[src/rtl/rv_pkg.sv]
// Shared RV32I encoding constants used by both the instruction decoder and the
// program-loading encoder, so the two blocks agree on a single definition.
package rv_pkg;

    localparam logic [6:0] OPC_LOAD   = 7'h03;
    localparam logic [6:0] OPC_STORE  = 7'h23;
    localparam logic [6:0] OPC_BRANCH = 7'h63;
    localparam logic [6:0] OPC_OPIMM  = 7'h13;
    localparam logic [6:0] OPC_OP     = 7'h33;
    localparam logic [6:0] OPC_JAL    = 7'h6F;

    typedef enum logic [2:0] {
        CLS_LOAD   = 3'd0,
        CLS_STORE  = 3'd1,
        CLS_BRANCH = 3'd2,
        CLS_OPIMM  = 3'd3,
        CLS_OP     = 3'd4,
        CLS_JAL    = 3'd5
    } cls_e;

    typedef enum logic [1:0] {
        IMM_I = 2'd0,
        IMM_S = 2'd1,
        IMM_B = 2'd2,
        IMM_J = 2'd3
    } imm_src_e;

    // One bit per funct3 value: bit n set means funct3 == n is a legal encoding.
    localparam logic [7:0] F3_LOAD_OK   = 8'b0011_0111;
    localparam logic [7:0] F3_STORE_OK  = 8'b0000_0111;
    localparam logic [7:0] F3_BRANCH_OK = 8'b1111_0011;
    localparam logic [7:0] F3_OP_ALT_OK = 8'b0010_0001;

    localparam logic [2:0] F3_SLL = 3'd1;
    localparam logic [2:0] F3_SRX = 3'd5;

    function automatic logic f3_ok(input logic [7:0] mask, input logic [2:0] f3);
        return mask[f3];
    endfunction

endpackage

[src/rtl/rv_imm_pack.sv]
// Places a two's-complement immediate into its RV32I I/S/B/J bit positions and
// reports whether the value is representable; inverse of the immediate extender.
module rv_imm_pack
    import rv_pkg::*;
(
    input  imm_src_e    fmt,
    input  logic [20:0] imm,
    output logic [31:0] bits,
    output logic        range_ok
);

    // Bit scatter and representability per immediate format.
    always_comb begin
        bits     = 32'h0000_0000;
        range_ok = 1'b0;
        case (fmt)
            IMM_I: begin
                bits     = {imm[11:0], 20'h0_0000};
                range_ok = (&imm[20:11]) | (~|imm[20:11]);
            end
            IMM_S: begin
                bits     = {imm[11:5], 13'h0000, imm[4:0], 7'h00};
                range_ok = (&imm[20:11]) | (~|imm[20:11]);
            end
            IMM_B: begin
                bits     = {imm[12], imm[10:5], 13'h0000, imm[4:1], imm[11], 7'h00};
                range_ok = ((&imm[20:12]) | (~|imm[20:12])) & ~imm[0];
            end
            IMM_J: begin
                bits     = {imm[20], imm[10:1], imm[11], imm[19:12], 12'h000};
                range_ok = ~imm[0];
            end
            default: begin
                bits     = 32'h0000_0000;
                range_ok = 1'b0;
            end
        endcase
    end

endmodule

[src/rtl/rv_instr_encoder.sv]
// Sequential RV32I encoder: accepts decoded-form beats, checks legality, packs
// them and writes consecutive instruction-memory words for one load session.
module rv_instr_encoder
    import rv_pkg::*;
#(
    parameter int ADDR_W = 8
) (
    input  logic              clk,
    input  logic              rst_n,
    input  logic              start,
    input  logic [ADDR_W-1:0] base_addr,
    input  logic              s_valid,
    output logic              s_ready,
    input  logic              s_last,
    input  logic [2:0]        s_cls,
    input  logic [2:0]        s_funct3,
    input  logic              s_funct7b5,
    input  logic [4:0]        s_rd,
    input  logic [4:0]        s_rs1,
    input  logic [4:0]        s_rs2,
    input  logic [20:0]       s_imm,
    output logic              im_we,
    output logic [ADDR_W-1:0] im_addr,
    output logic [31:0]       im_wdata,
    output logic              busy,
    output logic              done,
    output logic              err,
    output logic              ovf,
    output logic [ADDR_W:0]   n_written
);

    typedef enum logic [1:0] {
        ST_IDLE  = 2'd0,
        ST_RUN   = 2'd1,
        ST_DRAIN = 2'd2,
        ST_DONE  = 2'd3
    } state_e;

    localparam logic [ADDR_W-1:0] ADDR_MAX = {ADDR_W{1'b1}};
    localparam logic [ADDR_W-1:0] ADDR_ONE = {{(ADDR_W-1){1'b0}}, 1'b1};
    localparam logic [ADDR_W:0]   CNT_ONE  = {{ADDR_W{1'b0}}, 1'b1};

    state_e             state_r, state_nxt_s;
    logic [ADDR_W-1:0]  addr_r, addr_nxt_s;
    logic [ADDR_W:0]    n_written_r, n_nxt_s;
    logic               err_r, err_nxt_s, ovf_r, ovf_nxt_s;
    logic               s_ready_r, ready_nxt_s, busy_r, done_r;
    logic               im_we_r;
    logic [ADDR_W-1:0]  im_addr_r;
    logic [31:0]        im_wdata_r;

    logic               s1_valid_r, s1_last_r, s1_f7b5_r;
    logic [2:0]         s1_cls_r, s1_f3_r;
    logic [4:0]         s1_rd_r, s1_rs1_r, s1_rs2_r;
    logic [20:0]        s1_imm_r;

    imm_src_e           fmt_s;
    logic [31:0]        imm_bits_s, enc_s;
    logic               range_ok_s, legal_s;
    logic               accept_s, wr_s, drop_s, at_top_s, top_wr_s;

    assign accept_s = s_valid & s_ready_r;
    assign wr_s     = s1_valid_r & legal_s;
    assign drop_s   = s1_valid_r & ~legal_s;
    assign at_top_s = (addr_r == ADDR_MAX);
    assign top_wr_s = wr_s & at_top_s & ~s1_last_r;

    // Immediate format implied by the stage-1 instruction class.
    always_comb begin
        fmt_s = IMM_I;
        case (s1_cls_r)
            CLS_STORE:  fmt_s = IMM_S;
            CLS_BRANCH: fmt_s = IMM_B;
            CLS_JAL:    fmt_s = IMM_J;
            default:    fmt_s = IMM_I;
        endcase
    end

    rv_imm_pack u_imm_pack (
        .fmt      (fmt_s),
        .imm      (s1_imm_r),
        .bits     (imm_bits_s),
        .range_ok (range_ok_s)
    );

    // Stage 2: pack the instruction word and decide whether it is legal.
    always_comb begin
        enc_s   = 32'h0000_0000;
        legal_s = 1'b0;
        case (s1_cls_r)
            CLS_LOAD: begin
                enc_s   = imm_bits_s | {12'h000, s1_rs1_r, s1_f3_r, s1_rd_r, OPC_LOAD};
                legal_s = f3_ok(F3_LOAD_OK, s1_f3_r) & range_ok_s;
            end
            CLS_STORE: begin
                enc_s   = imm_bits_s | {7'h00, s1_rs2_r, s1_rs1_r, s1_f3_r, 5'h00, OPC_STORE};
                legal_s = f3_ok(F3_STORE_OK, s1_f3_r) & range_ok_s;
            end
            CLS_BRANCH: begin
                enc_s   = imm_bits_s | {7'h00, s1_rs2_r, s1_rs1_r, s1_f3_r, 5'h00, OPC_BRANCH};
                legal_s = f3_ok(F3_BRANCH_OK, s1_f3_r) & range_ok_s;
            end
            CLS_OPIMM: begin
                // Shift-immediates carry a 5-bit shamt and reuse bit 30 as the arithmetic flag.
                if ((s1_f3_r == F3_SLL) || (s1_f3_r == F3_SRX)) begin
                    enc_s   = {1'b0, s1_f7b5_r, 5'h00, s1_imm_r[4:0], s1_rs1_r, s1_f3_r,
                               s1_rd_r, OPC_OPIMM};
                    legal_s = (~|s1_imm_r[20:5]) & ~(s1_f7b5_r & (s1_f3_r == F3_SLL));
                end else begin
                    enc_s   = imm_bits_s | {12'h000, s1_rs1_r, s1_f3_r, s1_rd_r, OPC_OPIMM};
                    legal_s = range_ok_s;
                end
            end
            CLS_OP: begin
                enc_s   = {1'b0, s1_f7b5_r, 5'h00, s1_rs2_r, s1_rs1_r, s1_f3_r, s1_rd_r, OPC_OP};
                legal_s = ~s1_f7b5_r | f3_ok(F3_OP_ALT_OK, s1_f3_r);
            end
            CLS_JAL: begin
                enc_s   = imm_bits_s | {20'h0_0000, s1_rd_r, OPC_JAL};
                legal_s = range_ok_s;
            end
            default: begin
                enc_s   = 32'h0000_0000;
                legal_s = 1'b0;
            end
        endcase
    end

    // Session FSM, address/count bookkeeping and next-cycle ready.
    always_comb begin
        state_nxt_s = state_r;
        addr_nxt_s  = addr_r;
        n_nxt_s     = n_written_r;
        err_nxt_s   = err_r | drop_s;
        ovf_nxt_s   = ovf_r | top_wr_s;
        if (wr_s) begin
            n_nxt_s    = n_written_r + CNT_ONE;
            addr_nxt_s = at_top_s ? addr_r : (addr_r + ADDR_ONE);
        end else begin
            n_nxt_s    = n_written_r;
            addr_nxt_s = addr_r;
        end
        case (state_r)
            ST_IDLE, ST_DONE: begin
                if (start) begin
                    state_nxt_s = ST_RUN;
                    addr_nxt_s  = base_addr;
                    n_nxt_s     = {(ADDR_W+1){1'b0}};
                    err_nxt_s   = 1'b0;
                    ovf_nxt_s   = 1'b0;
                end else begin
                    state_nxt_s = state_r;
                end
            end
            ST_RUN: begin
                if ((accept_s && s_last) || top_wr_s) begin
                    state_nxt_s = ST_DRAIN;
                end else begin
                    state_nxt_s = ST_RUN;
                end
            end
            ST_DRAIN: state_nxt_s = ST_DONE;
            default:  state_nxt_s = ST_IDLE;
        endcase
        // A beat accepted now sits in stage 1 next cycle; stall if it targets the top word.
        ready_nxt_s = (state_nxt_s == ST_RUN) && !(accept_s && (addr_nxt_s == ADDR_MAX));
    end

    // State, counters, stage-1 register and registered memory-write port.
    always_ff @(posedge clk) begin
        if (!rst_n) begin
            state_r     <= ST_IDLE;
            addr_r      <= {ADDR_W{1'b0}};
            n_written_r <= {(ADDR_W+1){1'b0}};
            err_r       <= 1'b0;
            ovf_r       <= 1'b0;
            s_ready_r   <= 1'b0;
            busy_r      <= 1'b0;
            done_r      <= 1'b0;
            im_we_r     <= 1'b0;
            im_addr_r   <= {ADDR_W{1'b0}};
            im_wdata_r  <= 32'h0000_0000;
            s1_valid_r  <= 1'b0;
            s1_last_r   <= 1'b0;
            s1_f7b5_r   <= 1'b0;
            s1_cls_r    <= 3'd0;
            s1_f3_r     <= 3'd0;
            s1_rd_r     <= 5'd0;
            s1_rs1_r    <= 5'd0;
            s1_rs2_r    <= 5'd0;
            s1_imm_r    <= 21'd0;
        end else begin
            state_r     <= state_nxt_s;
            addr_r      <= addr_nxt_s;
            n_written_r <= n_nxt_s;
            err_r       <= err_nxt_s;
            ovf_r       <= ovf_nxt_s;
            s_ready_r   <= ready_nxt_s;
            busy_r      <= (state_nxt_s == ST_RUN) || (state_nxt_s == ST_DRAIN);
            done_r      <= (state_nxt_s == ST_DONE);
            im_we_r     <= wr_s;
            if (wr_s) begin
                im_addr_r  <= addr_r;
                im_wdata_r <= enc_s;
            end
            s1_valid_r <= accept_s;
            if (accept_s) begin
                s1_last_r <= s_last;
                s1_f7b5_r <= s_funct7b5;
                s1_cls_r  <= s_cls;
                s1_f3_r   <= s_funct3;
                s1_rd_r   <= s_rd;
                s1_rs1_r  <= s_rs1;
                s1_rs2_r  <= s_rs2;
                s1_imm_r  <= s_imm;
            end
        end
    end

    assign s_ready   = s_ready_r;
    assign im_we     = im_we_r;
    assign im_addr   = im_addr_r;
    assign im_wdata  = im_wdata_r;
    assign busy      = busy_r;
    assign done      = done_r;
    assign err       = err_r;
    assign ovf       = ovf_r;
    assign n_written = n_written_r;

endmodule

[config.mk]
export PLATFORM = sky130hd
export DESIGN_NAME = rv_instr_encoder
export DESIGN_NICKNAME = d
export VERILOG_FILES = /design/src/rtl/rv_pkg.sv /design/src/rtl/rv_imm_pack.sv /design/src/rtl/rv_instr_encoder.sv
export SDC_FILE = /design/constraint.sdc
export NUM_CORES = 1
export LEC_CHECK = 0
export ABC_AREA = 0
export ABC_CLOCK_PERIOD_IN_PS = 2700
export CORE_MARGIN = 4
export CORE_UTILIZATION = 45
export CTS_CLUSTER_DIAMETER = 100
export CTS_CLUSTER_SIZE = 8
export DETAILED_ROUTE_END_ITERATION = 8
export GPL_TIMING_DRIVEN = 0
export PLACE_DENSITY = 0.72
export RECOVER_POWER = 100
export SLEW_MARGIN = 10
export SYNTH_ARGS = -nofsm -noshare
export SYNTH_HDL_FRONTEND = slang
export SYNTH_SLANG_ARGS = --single-unit
export TNS_END_PERCENT = 100
[constraint.sdc]
create_clock -name clk -period 2.7 [get_ports clk]
set_clock_uncertainty 0.1 [all_clocks]
set_input_delay 0.405 -clock clk [delete_from_list [all_inputs] [get_ports clk]]
set_output_delay 0.405 -clock clk [all_outputs]
set_load 0.005 [all_outputs]
==> flow_summary.toml <==
[status]
outcome = "completed"

[critical_path]
crit-reg2reg-capture = "im_wdata[19]$_SDFFE_PN0N_"
critPathTopFamily = "simple AND/OR/NAND/NOR gates"
crit_path_end = "im_wdata[19]$_SDFFE_PN0N_"
worstPathCellList = "nand4_1 -> or4_4 -> a22oi_4 -> buf_4 -> o31ai_4 -> buf_4 -> clkbuf_2 -> a221oi_1 -> nor3b_1"
r2r_slack_ns = 0.06
critPathMaxStageDelay_ns = 0.58
rr_worst_depth = 9
startpoint = "s1_imm_r[16]$_SDFFE_PN0P_"
critPathMaxFanout = 10
start_kind = "flip-flop"
crit_required_ns = 2.82
arrival_ns = 2.76
path_depth = 9
path_buf_inv = 3
crit_path_frequent_cell = "buf_4"
r2r-start = "s1_imm_r[16]$_SDFFE_PN0P_"
worstSetupEndpointType = "flip-flop"
worstSetupPathType = "reg -> reg"
cp_slowest_cell = "or4_4"

[detailed_routing]
route.vias.total = 4776
via_per_inst = 5.59
antenna_left = 0
totalWireLength_mm = 15.5
first_pass_iters = 5
drt-initial-drc-count = 361
drcViolationCount = 0
wl_per_cell_um = 18.2

[synthesis]
yosysWarnings = 0
syn_area_um2 = 5100
synth_top_cell_area_share_pct = 43.9
netlist_instances = 583
synth-edff-count = 0
netlist.top_cell.by_area = "dfxtp_1"
netlist_top_cells_area = "dfxtp_1, nand2_1, a21boi_0"
synth_area_per_cell_um2 = 8.75
yosysSeqAreaShare_pct = 43.9
synth_nets = 645
synth.distinct_cells = 64
synth_async_sr_flop_share_pct = 0
ys.flop_type = "dfxtp_1"
ys_seq_elements = 112

[sta]
period_needed_ns = 2.64
hold_viol = 0
fin_crit_sh_pct = 97.9
worstMarginPinSlew_ns = 0.765
maxSlewHeadroom_pct = 48.5
slew_viol_final = 0
tns_ns = 0
setup_viol = 0
fmax_ghz = 0.378
setup_ws_ns = 0.0568
rsz0062_at_grt = "true"

[grt]
antenna_found_initial = 0
grt_pass1_wl_mm = 24.3
grt_pass1_vias = 4591
grt_usage_pct = 23.8
grt_max_degree = 18
grt_overflow_total = 0

[clock_network]
cts_buffers = 9
cts_max_path_buffers = 2
clkTransAtPathRegs_ns = 0.07
clkLatencyLatePin_ns = 0.34
ctsHtreeMaxLevel = 3
clkSinkCount = 112
tritoncts = "built"
ctsHoldBuffers = 0
clock-root-buffer = "clkbuf_16"

[floorplanning]
io_pins = 111
dieArea_um2 = 13100
core_um2 = 11000
die_height_um = 114
die_x_um = 114
rows = 38
start_util_pct = 46.5

[power]
p_leak_uw = 0.00266
power_density_nw_per_um2 = 666
ir_drop_mv = 0.413

[flow_run]
cap_violations = 0

[min_path]
hold_path_class = "reg -> reg"
hold_start = "im_addr[6]$_SDFFE_PN0N_"

[layout]
final_cell_mix = "nand2_1, dfxtp_1, a21boi_0"
fillers = 978
diodes = 0
drive_gt1_share_pct = 9.38
syn_to_final_growth_pct = 33.4
final_common_cell = "nand2_1"
nets = 771

[placed_design]
dp_slack_ns = -0.0516
routabilityCongestion = 0.946
place_hpwl_mm = 11.7
port-buffer-count = 110
-- per-layer routing --
metal  GRT usage (%)  up-vias  part of all wire [%]
met5               0        -                     0
met3            3.96       19                   5.5
met4            6.97        0                   1.7
met2            37.4      151                    45
li1                -     2317                     -
met1            33.7     2289                    48
-- metrics by stage --
step	cells	hold WS (ns)	power [uW]	cell area (um2)	utilization (%)
global route	854	0.394	4760	6810	62.0
global placement	833	0.354	3150	6380	58.1
finish	854	0.363	4530	6810	62.0
CTS	851	0.367	4510	6710	61.1
detailed placement	833	0.357	3180	6380	58.1
floorplan	583	0.343	2690	5100	-
-- Yosys cell counts (2+ instances only) --
library cell,number
nor3b_1,11
nand2b_1,4
and4b_1,2
o221ai_1,6
ha_1,6
dfxtp_1,112
a221oi_1,9
nor2b_1,5
a311oi_1,2
o31ai_1,3
mux2i_1,12
buf_1,2
a21boi_0,59
a41oi_1,2
o21ai_0,6
or2_2,3
o211a_1,15
buf_2,4
a22oi_1,7
a21oi_2,2
and3_1,6
xor2_1,6
nand2_1,136
buf_4,7
a31oi_1,2
a21oi_1,11
nor2_1,30
and4_1,2
a21o_1,2
nand3_1,12
clkbuf_1,26
nand4_1,9
nor3_1,5
nor4_1,3
xnor2_1,5
o211ai_1,7
and2_1,9
inv_1,7
-- flip-flops by register name (all words and copies together), names as in the netlist, 2 cells and up, named ones only --
register	cells
s1_f3_r	3
state_r	2
n_written	9
im_addr	8
s1_rs1_r	5
s1_rd_r	5
addr_r	8
s1_rs2_r	5
s1_imm_r	21
s1_cls_r	3
im_wdata	30
-- logic make-up (layout without fill, tap and decap cells) --
logic type               after synthesis  in the layout  synth area share, %
adder cells (fa/ha/maj)                6              6                 1.47
flip-flops                           112            112                 43.9
XOR/XNOR                              11             11                 1.89
multiplexers                          13             13                 2.65
buffers and inverters                 48            179                 4.29
AO/OA/AOI/OAI                        146            146                 22.9
AND/OR/NAND/NOR                      247            247                 22.9
-- cell type report --
class / instances / area (um2) / area share, %
plain buffers: 40 / 200 / 2.94
inverters: 8 / 30.0 / 0.441
repair buffers: 115 / 1140 / 16.7
clock buffers: 13 / 280 / 4.12
well taps: 140 / 175 / 2.57
multi-input cells: 423 / 2710 / 39.8
clock inverters: 3 / 23.8 / 0.349
flip-flops and latches: 112 / 2250 / 33.1
-- worst min path at each step --
stage / cells past startpoint / end
6_report: 2 / im_addr[6]$_SDFFE_PN0N_
5_1_grt: 2 / im_wdata[26]$_SDFFE_PN0N_
4_1_cts: 2 / im_wdata[27]$_SDFFE_PN0N_
3_5_place_dp: 2 / im_wdata[27]$_SDFFE_PN0N_
3_3_place_gp: 2 / im_wdata[29]$_SDFFE_PN0N_
2_1_floorplan: 2 / s1_rs1_r[0]$_SDFFE_PN0P_
-- report_power, final --
part           internal, uW  leakage, uW  switching, uW
Clock                   729     0.000144            592
Sequential             1840     0.000911            178
Combinational           532      0.00160            665
Total                  3100      0.00266           1430
-- what timing repair did --
action / CTS / global route
gates resized for setup: 3 / 24
setup endpoints to repair: 7 / 30
setup buffers: 2 / 3
pin swaps: 1 / 5
-- tightest hold or removal path, cell delays in order (launching register included) --
cell	delay [ns]
dfxtp_1	0.31
nand2_1	0.05
a21boi_0	0.06
(Power assumes the default switching activity.)
